--- src/rtl/pcie_gen3_scrambler.sv ---
// pcie_gen3_scrambler: 128b/130b per-lane TX scrambler with Gen3 block rules.
// The LFSR is a Galois register advanced DATA_W bits per word through an unrolled loop.
module pcie_gen3_scrambler #(
    parameter int DATA_W = 32,
    parameter int LANE   = 0
) (
    input  logic              pclk,
    input  logic              reset_n,
    input  logic              in_valid,
    input  logic              in_blk_start,
    input  logic [1:0]        in_sync_hdr,
    input  logic [DATA_W-1:0] in_data,
    output logic              out_valid,
    output logic              out_blk_start,
    output logic [1:0]        out_sync_hdr,
    output logic [DATA_W-1:0] out_data,
    output logic [22:0]       lfsr_state
);
    localparam int WORDS = 128 / DATA_W;
    localparam int CW = $clog2(WORDS);
    localparam logic [22:0] TAPS = 23'h210125;

    function automatic logic [22:0] seed_of(input int l);
        logic [22:0] s;
        s = 23'h1DBFBC;
        case (l % 8)
            1: s = 23'h0607BB;
            2: s = 23'h1EC760;
            3: s = 23'h18C0DB;
            4: s = 23'h010F12;
            5: s = 23'h19CFC9;
            6: s = 23'h0277CE;
            7: s = 23'h1BB807;
            default: s = 23'h1DBFBC;
        endcase
        return s;
    endfunction

    localparam logic [22:0] SEED = seed_of(LANE);

    typedef enum logic [2:0] {IDLE, DATA, EIEOS, SKP, OS_OTHER} kind_t;

    kind_t state, state_nx, kind_dec, kind_cur;
    logic [CW-1:0] wcnt, wcnt_nx;
    logic [22:0] lfsr_adv, lfsr_nx;
    logic [DATA_W-1:0] ks, mask;
    logic last, adv, hdr_bad, err_hdr;

    always_comb begin : keystream
        logic [22:0] s;
        s = lfsr_state;
        ks = '0;
        for (int k = 0; k < DATA_W; k++) begin
            ks[k] = s[22];
            s = {s[21:0], 1'b0} ^ (s[22] ? TAPS : 23'h0);
        end
        lfsr_adv = s;
    end

    always_comb begin
        hdr_bad = (in_sync_hdr == 2'b00) || (in_sync_hdr == 2'b11);
        kind_dec = (in_sync_hdr != 2'b01) ? DATA :
                   (in_data[7:0] == 8'h00) ? EIEOS :
                   (in_data[7:0] == 8'hAA) ? SKP : OS_OTHER;
        kind_cur = in_blk_start ? kind_dec : state;
        last = !in_blk_start && (wcnt == CW'(WORDS - 1));
        adv = (kind_cur == DATA) || (kind_cur == OS_OTHER);
        mask = adv ? ks : '0;
        // TS-style symbol 0 goes out in clear but still burns its keystream bits
        mask[7:0] = (kind_cur == OS_OTHER && in_blk_start) ? 8'h00 : mask[7:0];
        lfsr_nx = (kind_cur == EIEOS && last) ? SEED : adv ? lfsr_adv : lfsr_state;
        state_nx = in_blk_start ? kind_dec : last ? IDLE : state;
        wcnt_nx = in_blk_start ? CW'(1) : (last || state == IDLE) ? '0 : wcnt + CW'(1);
    end

    always_ff @(posedge pclk or negedge reset_n) begin
        if (!reset_n) begin
            out_valid     <= 1'b0;
            out_blk_start <= 1'b0;
            out_sync_hdr  <= 2'b00;
            out_data      <= '0;
            lfsr_state    <= SEED;
            state         <= IDLE;
            wcnt          <= '0;
            err_hdr       <= 1'b0;
        end else begin
            out_valid <= in_valid;
            if (in_valid) begin
                out_blk_start <= in_blk_start;
                out_sync_hdr  <= in_sync_hdr;
                out_data      <= in_data ^ mask;
                lfsr_state    <= lfsr_nx;
                state         <= state_nx;
                wcnt          <= wcnt_nx;
                err_hdr       <= err_hdr | (in_blk_start && hdr_bad);
            end
        end
    end
endmodule
--- config.mk ---
export PLATFORM = sky130hd
export DESIGN_NAME = pcie_gen3_scrambler
export DESIGN_NICKNAME = d
export VERILOG_FILES = /design/src/rtl/pcie_gen3_scrambler.sv
export SDC_FILE = /design/constraint.sdc
export NUM_CORES = 1
export LEC_CHECK = 0
export ABC_AREA = 1
export BUFFER_PORTS_ARGS = -buffer_cell sky130_fd_sc_hd__buf_2
export CAP_MARGIN = 20
export CORE_MARGIN = 2
export CORE_UTILIZATION = 52
export DETAILED_ROUTE_END_ITERATION = 10
export PLACE_DENSITY = 0.82
export SLEW_MARGIN = 5
export SYNTH_ARGS = -nofsm -noshare
export SYNTH_HDL_FRONTEND = slang
export SYNTH_SLANG_ARGS = --single-unit
--- constraint.sdc ---
create_clock -name pclk -period 3.2 [get_ports pclk]
set_input_delay 0.64 -clock pclk [delete_from_list [all_inputs] [get_ports pclk]]
set_output_delay 0.64 -clock pclk [all_outputs]
set_load 0.01 [all_outputs]
Word level (Yosys, flattened, before mapping)
Cells that the tools add are included.
{"block": "classes", "n_addsub": 1, "n_bitwise": 33, "n_eq_ne": 6, "muxes": 44, "n_reduce_logical": 12}
{"operator": "XOR 23 x 22 -> 23 bit", "count": 32}
{"operator": "two-way mux 22 bit", "count": 32}
{"operator": "two-way mux 23 bit", "count": 2}
{"operator": "two-way mux 32 bit", "count": 1}
{"operator": "XOR 32 bit", "count": 1}
{"operator": "two-way mux 3 bit", "count": 6}
{"operator": "== test 8 bit, second input constant", "count": 1}
{"operator": "zero test 8 bit", "count": 1}
{"operator": "two-way mux 8 bit", "count": 1}
{"operator": "two-way mux 2 bit", "count": 2}
{"operator": "AND reduction 2 bit", "count": 2}
{"operator": "nonzero test 2 bit", "count": 2}
{"operator": "== test 3 x 1 -> 1 bit, second input constant", "count": 1}
{"operator": "== test 3 x 2 -> 1 bit, second input constant", "count": 1}
{"operator": "== test 3 bit, second input constant", "count": 1}
{"operator": "logical AND 1 bit", "count": 3}
{"operator": "zero test 3 bit", "count": 1}
{"operator": "adder 2 x 1 -> 2 bit, second input constant", "count": 1}
{"operator": "== test 2 bit, second input constant", "count": 1}
{"operator": "logical OR 1 bit", "count": 2}
{"operator": "inequality test 2 x 1 -> 1 bit, second input constant", "count": 1}
{"operator": "zero test 1 bit", "count": 1}
{"block": "totals", "elab_cells": 103, "input_bits": 38, "register_bits": 64}

Logic depth before layout (Yosys ltp)
{"block": "depth", "ltp_word": 66, "ltp_mapped": 32}

Worst setup path after synthesis
OpenSTA, ideal clock, no wires.
{"block": "synth_path", "path_type": "register -> register", "from": "register lfsr_state[20]", "to": "register out_data[31]", "path_buffers": 0, "path_stages_with_launch": 30, "slack_ns": 0.119, "period_less_slack_ns": 3.081, "required_time_ns": 3.082, "arrival_ns": 2.963, "path_cell_list": "dfstp_2 > inv_2 > nand2_4 > nand2_4 > nand2_4 > nand3_4 > nand2_4 > nand2_2 > nand3_4 > nand2_4 > nand2_1 > nand3_2 > nand2_4 > nand2_4 > nand2_4 > nand2_4 > nand2_4 > nand2_1 > nand2_2 > inv_2 > nand3_2 > nand2_4 > nand2_1 > nand3_2 > nand2_4 > nand2_1 > nand2_2 > nand3_1 > nand3_1 > nand2_1"}
{"block": "synth_via", "elab_chain_len": 45}
{"item": "from (decl)", "line": "17", "rtl": "output logic [22:0] lfsr_state"}
{"item": "from (signal assigned)", "line": "92", "rtl": "lfsr_state <= lfsr_nx;"}
{"item": "XOR 23 x 22 -> 23 bit * (2 in a row)", "line": "55", "rtl": "s = {s[21:0], 1'b0} ^ (s[22] ? TAPS : 23'h0);"}
{"item": "two-way mux 22 bit *", "line": "55"}
{"item": "XOR 23 x 22 -> 23 bit * (2 in a row)", "line": "55"}
{"item": "two-way mux 22 bit / XOR 23 x 22 -> 23 bit (equally long branches)", "line": "55"}
{"item": "XOR 23 x 22 -> 23 bit * (2 in a row)", "line": "55"}
{"item": "two-way mux 22 bit / XOR 23 x 22 -> 23 bit (equally long branches)", "line": "55"}
{"item": "XOR 23 x 22 -> 23 bit * (2 in a row)", "line": "55"}
{"item": "two-way mux 22 bit / XOR 23 x 22 -> 23 bit (equally long branches)", "line": "55"}
{"item": "(+17 left out)"}
{"item": "two-way mux 22 bit / XOR 23 x 22 -> 23 bit (equally long branches)", "line": "55"}
{"item": "XOR 23 x 22 -> 23 bit * (2 in a row)", "line": "55"}
{"item": "two-way mux 22 bit / XOR 23 x 22 -> 23 bit (equally long branches)", "line": "55"}
{"item": "XOR 23 x 22 -> 23 bit * (2 in a row)", "line": "55"}
{"item": "two-way mux 22 bit / XOR 23 x 22 -> 23 bit (equally long branches)", "line": "55"}
{"item": "XOR 23 x 22 -> 23 bit * (7 in a row)", "line": "55"}
{"item": "two-way mux 32 bit *", "line": "68", "rtl": "mask = adv ? ks : '0;"}
{"item": "XOR 32 bit *", "line": "91", "rtl": "out_data <= in_data ^ mask;"}
{"item": "to (signal assigned)", "line": "91"}
{"item": "to (decl)", "line": "16", "rtl": "output logic [DATA_W-1:0] out_data,"}
Mark *: on every way between the ends. The rest lies on a longest branch, timed or not.
A chain may end at the register's enable or synchronous reset.

Worst setup path after layout
{"block": "layout_path", "from": "register lfsr_state[20]", "to": "register out_data[30]"}
{"block": "layout_via", "elab_chain_len": 46}
{"item": "XOR 23 x 22 -> 23 bit * (2 in a row)", "line": "55"}
{"item": "two-way mux 22 bit *", "line": "55"}
{"item": "XOR 23 x 22 -> 23 bit * (2 in a row)", "line": "55"}
{"item": "two-way mux 22 bit", "line": "55"}
{"item": "XOR 23 x 22 -> 23 bit * (2 in a row)", "line": "55"}
{"item": "two-way mux 22 bit", "line": "55"}
{"item": "XOR 23 x 22 -> 23 bit * (2 in a row)", "line": "55"}
{"item": "two-way mux 22 bit", "line": "55"}
{"item": "(+23 left out)"}
{"item": "two-way mux 22 bit", "line": "55"}
{"item": "XOR 23 x 22 -> 23 bit * (2 in a row)", "line": "55"}
{"item": "two-way mux 22 bit", "line": "55"}
{"item": "XOR 23 x 22 -> 23 bit * (2 in a row)", "line": "55"}
{"item": "two-way mux 22 bit", "line": "55"}
{"item": "XOR 23 x 22 -> 23 bit * (2 in a row)", "line": "55"}
{"item": "two-way mux 32 bit *", "line": "68"}
{"item": "XOR 32 bit *", "line": "91"}
Marks and branches as above.

==> reports/metrics.cfg <==
[grt]
antenna_found_initial=0
grt_max_degree=56
grt_pass1_wl_um=28060
grt_pass1_vias=5527
grt-ovfl-total=0
grt.total_usage=0.3297

[logic_synthesis]
synth_ff_type=dfrtp_1
muxShareOfSynthArea=0
synth_edf_count=0
yosysTopAreaCell=dfrtp_1
yosysSeqAreaShare=0.3088
synth_area_leaders=dfrtp_1, nand2_1, xor2_1
synthSimpleGateAreaFrac=0.3962
syn_inst=699
synthArstFlopShare=1.000
synth-xor-area-share=0.1506
synth_top_family_by_area=simple AND/OR/NAND/NOR gates
synthTopCellsByCount=nand2_1, nand3_1, inv_1
synth-compound-area-share=0.06624
syn_avg_cell_area_um2=7.513
synth-adder-area-share=0.002383
syn-cell-area_um2=5251
synth_most_common_cell=nand2_1
synth_nets=738
netlist-cell-type-count=35
synth_warnings=0
ys_seq_elements=64
yosys.area.top_type_share=0.2287

[sta]
min_period_over_period=1.135
setup_tns_ns=-8.852
layout_setup_ws_ns=-0.4328
drv_slew=0
finalClockSkew_ns=0.02132
hold_viol_final=0
max_freq_mhz=275.3
setup_viol=29
rsz0062_at_grt=yes
tightest_slew_ns=0.7655
fin_crit_ns=3.633
slew_headroom=0.4897

[flow_run]
max_cap_violations=0

[placed_design]
dp_slack_ns=-0.2558
dp_cells=1017
hpwlAfterDp_um=12730
gp_congestion=1.036
portBuffers=96

[final_layout]
area_growth_pct=51.51
drive_gt1_frac=0.5258
fillers=564
stdcell_count=1065
fin_nets=966
num_antenna_cells=0

[clock_network]
cts_tree=yes
clockRootBuffer=clkbuf_8
cts_buffer_depth=2
cts.clk_slew.worst_paths_ns=0.09
cts_max_level=3
cts_inserted_buffers=9
clock_sinks=64
clk_latency_ns=0.39

[die]
initial_core_util=0.5373
fp.dieH_um=104.5
core.rowCount=36
io_pins=97
dieArea_um2=10920
core-area_um2=9774
die_x_um=104.5

[setup_path]
worstPathRequired_ns=3.47
worstPathArrival_ns=3.90
critPathLaunchType=flop
cp-end-kind=flop
critPathKind=flop to flop
cp_max_fo=5

[detailed_routing]
num_vias=6063
drc=0
via_per_inst=5.693
firstDrtPassIters=6
ant_nets=0
drt_iter0_drc=599
drt_wl_total_um=20710
wl_per_cell_um=19.45

[worst_hold_path]
hp-class=input pin to asynchronous set/reset pin

[outcome]
status=finished, violations left
violations=setup timing

layer usage:
metal	GRT usage	vias to the layer above	part of all wire
met1	0.4212	2834	0.37
met2	0.5420	427	0.46
met4	0.1535	0	0.067
met5	0	-	0
li1	-	2666	-
met3	0.05764	136	0.10
worst max-delay path, cell delays in order, from the launching register on:
cell and delay (ns):
dfstp_2 0.59, inv_2 0.07, nand2_4 0.10, nand2_4 0.08, nand2_4 0.10, nand3_4 0.12, nand2_4 0.13, nand2_1 0.07
nand2_2 0.11, inv_2 0.07, nand3_1 0.12, nand2_2 0.06, nand2_1 0.11, nand3_4 0.12, nand3_2 0.14, nand2_2 0.10
or2_1 0.25, nand2_2 0.18, inv_2 0.09, nand3_4 0.11, nand3_4 0.12, nand2_4 0.12, nand2_1 0.09, nand2_2 0.13
nand3_1 0.11, nand3_1 0.13, nand2_1 0.06
kinds of logic after synthesis:
| group | after synthesis |
|---|---|
| buffers and inverters | 102 |
| and+or+nand+nor | 381 |
| xor gates and xnor gates | 86 |
| DFF | 64 |
| AOI/OAI and AO/OA | 65 |
| adders and majority gates | 1 |
flip-flops by register name, summed over array words and instances (netlist names):
signal / flops
lfsr_state: 23
wcnt: 2
out_blk_start: 1
out_sync_hdr: 2
state: 3
out_valid: 1
out_data: 32
path summary, 6_finish.rpt:
kind	start	end	slack, ns	depth (start not counted)
worst min-delay path	reset_n	out_sync_hdr[1]	0.33	1
min in group pclk	out_sync_hdr[1]	out_sync_hdr[1]	0.47	2
worst min register to register	out_sync_hdr[1]	out_sync_hdr[1]	0.47	2
max in group asynchronous	reset_n	lfsr_state[16]	2.14	2
worst max-delay path	lfsr_state[20]	out_data[30]	-0.43	26
worst max register to register	lfsr_state[20]	out_data[30]	-0.43	26
cell type report:
cell class	count	area (um2)	share of cell area
well taps	133	166.4	0.02092
clock inverters	6	66.31	0.008335
flip-flops and latches	64	1624	0.2041
inverters	87	339.1	0.04262
repair buffers	232	1548	0.1945
multi-input cells	533	4075	0.5122
clock buffers	10	137.6	0.01730
per-stage QoR:
step | area, um2 | utilization | hold WS (ns)
after floorplan | 5251 | - | 0.3444
after global placement | 6623 | 0.6775 | 0.4523
after detailed placement | 6623 | 0.6775 | 0.4572
after CTS | 7368 | 0.7538 | 0.3608
after global routing | 7956 | 0.8140 | 0.3909
final | 7956 | 0.8140 | 0.3257
cells in the final DEF, fill, tap and decap left out, types with 3 or more instances in the layout:
cell	n
nand2_1	134
buf_4	126
buf_2	96
inv_1	55
xor2_1	55
nand2_2	48
dfrtp_1	46
nand2_4	42
nand3_4	36
nand3_1	35
o21ai_0	34
nand3_2	30
inv_2	26
nor2_1	23
xnor2_1	19
dfstp_2	16
clkbuf_8	10
o21ai_2	9
buf_6	9
nand3b_1	8
o21ai_1	7
nand2_8	6
xor2_2	6
or2_1	6
inv_4	5
xor2_4	4
or2_2	4
a31oi_1	3
o21a_1	3
a21oi_1	3
o22ai_2	3
clkinvlp_4	3
what timing repair did:
item | 4_1_cts | 5_1_grt
pin swaps | 20 | 45
setup buffers | 17 | 15
hold buffers | 0 | 0
gates resized for setup | 83 | 111
endpoints found under the setup margin | 28 | 32
Power is not shown: default switching activity piles up to over one toggle a cycle in this logic, so the estimate is an artifact.
